[config.mk]
export PLATFORM = sky130hd
export DESIGN_NAME = regfile
export DESIGN_NICKNAME = d
export VERILOG_FILES = /design/src/rtl/regfile.sv
export SDC_FILE = /design/constraint.sdc
export NUM_CORES = 2
export LEC_CHECK = 0
export CAP_MARGIN = 20
export CORE_ASPECT_RATIO = 1.25
export CORE_MARGIN = 3
export CORE_UTILIZATION = 45
export CTS_CLUSTER_SIZE = 40
export DETAILED_ROUTE_END_ITERATION = 6
export SYNTH_ARGS = -nofsm -noshare
export SYNTH_HDL_FRONTEND = slang
export SYNTH_SLANG_ARGS = --single-unit
[constraint.sdc]
create_clock -name Clk -period 2.5 [get_ports Clk]
set_input_delay 0.25 -clock Clk [delete_from_list [all_inputs] [get_ports Clk]]
set_output_delay 0.25 -clock Clk [all_outputs]
set_load 0.02 [all_outputs]
[src/rtl/regfile.sv]
// 32 x 32-bit register file: two combinational read ports, one rising-edge write
// port, asynchronous active-low clear. r0 is not stored and always reads zero.
module regfile (
  input  logic        Clk,
  input  logic        Clrn,
  input  logic [4:0]  Ra,
  input  logic [4:0]  Rb,
  input  logic [4:0]  Wr,
  input  logic [31:0] D,
  input  logic        We,
  output logic [31:0] Qa,
  output logic [31:0] Qb
);

  logic [31:0] regs_q [1:31];
  logic [31:0] regs_d [1:31];
  logic        wr_en;

  // Writes aimed at r0 are dropped here, so r0 never needs storage.
  assign wr_en = We && (Wr != 5'd0);

  always_comb begin
    regs_d = regs_q;
    if (wr_en) regs_d[Wr] = D;
  end

  always_ff @(posedge Clk or negedge Clrn) begin
    if (!Clrn) begin
      for (int i = 1; i < 32; i++) regs_q[i] <= '0;
    end else begin
      regs_q <= regs_d;
    end
  end

  // No write bypass: a read of the address being written shows the old value
  // until the edge; forwarding belongs to the pipeline.
  assign Qa = (Ra == 5'd0) ? 32'd0 : regs_q[Ra];
  assign Qb = (Rb == 5'd0) ? 32'd0 : regs_q[Rb];

endmodule

# == Word level (Yosys, flattened, before mapping) ==
# Index checks and enable logic that the tools add are counted.
# totals
register_bits,992
input_bits,50
wordCells,54
out_inout_bits,64
# classes
n_lt_le_gt_ge,4
muxes,11
n_reduce_logical,5
bitwise_logic,3
# op_table
op,count
$bwmux W992,1
$bmux W32 S5,2
$mux W32,7
$demux W32 S5,1
$ge A6 B6 Y1 const B,3
$not A5 Y6,3
$logic_not A5 Y1,2
$lt A6 B1 Y1 const B,1
$reduce_bool A5 Y1,1
$logic_and A1 B1 Y1,2

# == Longest topological paths before layout ==
# depth
depth_word,6
mapped_depth,9
ltp_nobuf,4

# == Worst setup path before layout ==
# OpenSTA, ideal clock, no wires.
# synth_timing
path_kind,input port to output port
start,input Rb[1]
end,output Qb[30]
n_path_buf,3
path_stages,7
arrival_ns,2.003
required_ns,2.250
path_slack_ns,0.247
path_cell_list,buf_2 buf_4 or2_2 clkbuf_1 o22ai_1 a211oi_1 nor4_1
# synth_via
elab_chain_len,5
# synth_rtl
item,line,source
"start, declared",7,"input logic [4:0] Rb,"
$not A5 Y6 (not written as such),38,assign Qb = (Rb == 5'd0) ? 32'd0 : regs_q[Rb];
$bmux W32 S5,38,
$mux W32 (not written as such) (2 in a row),38,
$mux W32 (*),38,
"end, declared",12,output logic [31:0] Qb
# Mark *: on every way between the ends. The rest lies on a longest branch, timed or not. The select of a mux whose other input is x is not followed.

# == Final worst setup path ==
# layout_timing
start,register regs_q[667] in the netlist's numbering
end,output Qa[27]
# layout_via
elab_chain_len,4
# layout_rtl
item,line,source
"start, declared",15,logic [31:0] regs_q [1:31];
"start signal, assigned",31,regs_q <= regs_d;
$bmux W32 S5,37,assign Qa = (Ra == 5'd0) ? 32'd0 : regs_q[Ra];
$mux W32 (not written as such) (2 in a row),37,
$mux W32,37,
"end, declared",11,"output logic [31:0] Qa,"
# No other way between the ends. The select of a mux whose other input is x is not followed.

==> impl_metrics.tcl <==
set metrics [dict create \
    grtUsageTotal_pct 29.6 \
    power_mw 49.3 \
    p_per_area_nw_per_um2 758 \
    fin_worst_skew_ns 0 \
    synth_area_per_cell_um2 14.6 \
    seqCellArea_um2 24800 \
    finalCoreUtilization_pct 55.8 \
    slew_headroom_pct 55.1 \
    cts_tree "done" \
    internal_power_mw 35.6 \
    ff2ff_setup_slack_ns 1.51 \
    critPathKind "reg -> out" \
    htree_levels 3 \
    synth_area_leaders "dfrtp_1 (47%), mux2_2 (21%), mux4_2 (16%)" \
    fin_setup_tns_ns -2.55 \
    setup_viol 27 \
    reg.largest.list "regs_q x992" \
    status "complete, but fails checks" \
    p_seq_share_pct 43.8 \
    synth_flop_cell "dfrtp_1" \
    die_w_um 313 \
    via_count 35900 \
    synth-edff-count 0 \
    power.leakage_nw 28.4 \
    viasPerCell 6.40 \
    post-route-period-util_pct 108 \
    final_cell_mix "mux2_2 (1005), dfrtp_1 (992), buf_4 (389)" \
    largest-register "regs_q" \
    synth_area_leader_cell "dfrtp_1" \
    drv_slew 0 \
    cts.sink_count 992 \
    netlist.area_leader.share_pct 46.9 \
    gr-usage-met2_pct 47.8 \
    grt_max_degree 74 \
    end_kind "primary output" \
    largest_reg_flops 992 \
    pwr-share-comb_pct 23.2 \
    violations "setup timing" \
    ys_async_sr_fraction_pct 100 \
    dpl.hpwl_um 116000 \
    antenna_found_initial 3 \
    dr.pass1.iters 5 \
    drc_errors 0 \
    globalplace.congestion 0.857 \
    synth_fp_nets 3677 \
    core_um2 117000 \
    sw_frac_of_total_pct 27.9 \
    pwr-share-clk_pct 33.0 \
    port-buffer-count 113 \
    rsz0062_at_grt "true" \
    first_iter_violations 3166 \
    cts_root_buf "clkbuf_16" \
    core.rowCount 140 \
    syn_inst 3627 \
    ys_seq_area_share_pct 46.9 \
    wirelength_um 181000 \
    grt_pass1_vias 37100 \
    ant_nets 0 \
    wl_per_cell_um 32.2 \
    overflow 0 \
    clkSlewWorstSetupHoldPaths_ns 0.06 \
    clock.fmax_mhz 371 \
    p_switching_mw 13.8 \
    synthDistinctLibCells 38 \
    multi_input_area_um2 27800 \
    finalCriticalPeriod_ns 2.70 \
    hold_class "in -> async" \
    n_antenna_cell 0 \
    drive_gt1_share_pct 58.0 \
    die_area_um2 122000 \
    grt_busiest_layer "met2" \
    fillers 9586 \
    clock_latency_ns 0.71 \
    area.growth.synth_to_final_pct 23.0 \
    critical_path_peak_fanout 3 \
    hold_viol 0 \
    ios 114 \
    initial_core_util_pct 45.4 \
    place_ws_ns -0.896 \
    worst_pin_slew_ns 0.674 \
    final_common_cell "mux2_2" \
    clock_path_buffers 3 \
    ir_drop_uv 549 \
    yosys_warnings 0 \
    syn_area_um2 53000 \
    final_nets 4020 \
    use_met3_pct 4.70 \
    timing.final.ws_setup_ns -0.198 \
    met1_usage_pct 41.1 \
    worst_ep_required_time_ns 2.25 \
    grt_pass1_wl_um 263000 \
    cp-start-kind "register" \
    drv_cap 0 \
    die-height_um 390 \
    arrival_ns 2.45 \
    ys_seq_elements 992 \
    cts_buffers 105 \
]
-- what timing repair did --
| action | in CTS | in global routing |
|---|---|---|
| pin swaps | 109 | 24 |
| hold endpoints to repair | 184 | 0 |
| gates cloned | 1 | 1 |
| resized for setup | 515 | 56 |
| endpoints found under the setup margin | 64 | 61 |
| hold buffers | 1 | 0 |
| setup buffers | 50 | 12 |
-- cells in the mapped netlist (all sizes together) (4+ instances only) --
master,number
mux2,1032
dfrtp,992
mux4,373
mux2i,260
buf,211
clkbuf,181
o22ai,101
a211oi,60
nor2,58
nor2b,48
a2111oi,39
nand2,36
nand3,34
nand2b,32
nor4,30
a221o,22
o211ai,17
o22a,17
a221oi,12
inv,11
or3,10
a22oi,9
nor3,8
nand4,7
a31oi,5
and3,4
nand4b,4
-- power groups by stage --
stage          Sequential (mW)  Combinational, mW  Clock [mW]
6_report                  21.6               11.4        16.3
5_1_grt                   22.0               12.2        17.2
4_1_cts                   21.5               11.3        16.6
3_5_place_dp              21.8               10.7           0
3_3_place_gp              21.6               10.5           0
2_1_floorplan             20.9               7.50           0
-- worst paths after layout --
kind / startpoint / endpoint / cells past startpoint
worst max-delay path: regs_q[667] / Qa[27] / 5
worst min-delay path: Clrn / regs_q[953] / 2
worst max register to register: regs_q[159] / regs_q[159] / 3
worst min register to register: regs_q[926] / regs_q[926] / 1
max in group asynchronous: Clrn / regs_q[468] / 3
min in group Clk: D[29] / regs_q[989] / 3
-- logic make-up after synthesis --
group / after synthesis / synth area share [%]
buffers and inverters: 403 / 3.52
AND/OR/NAND/NOR: 276 / 2.74
multiplexers: 1665 / 42.7
AO/OA/AOI/OAI: 291 / 4.14
flip-flops: 992 / 46.9
-- metrics by stage --
step / instance area, um^2 / cells / hold WS, ns
floorplan: 53000 / 3627 / -0.0456
global placement: 59900 / 5394 / 0.284
finish: 65100 / 5616 / 0.140
CTS: 64700 / 5606 / 0.115
global route: 65100 / 5616 / 0.152
detailed placement: 59900 / 5394 / 0.296
-- cell type report --
class | count | share of cell area [%]
flip-flops and latches | 992 | 38.1
multi-input cells | 2232 | 42.7
well taps | 1562 | 3.00
inverters | 11 | 0.0634
clock buffers | 159 | 4.74
clock inverters | 32 | 0.724
repair buffers | 628 | 10.6
-- routing by layer --
layer,vias up,wire length (um),share of wire [%]
met3,327,11400,6.3
li1,14700,-,-
met2,1331,86200,48
met5,-,13,0.0072
met1,19600,76600,42
met4,2,6550,3.6
-- critical path, stage by stage, from the launching register on --
cell and delay (ns):
dfrtp_1 0.39, mux4_2 0.48, mux2i_2 0.22, nor2_1 0.08
or3_4 0.43, buf_6 0.15
(Power assumes the default switching activity.)
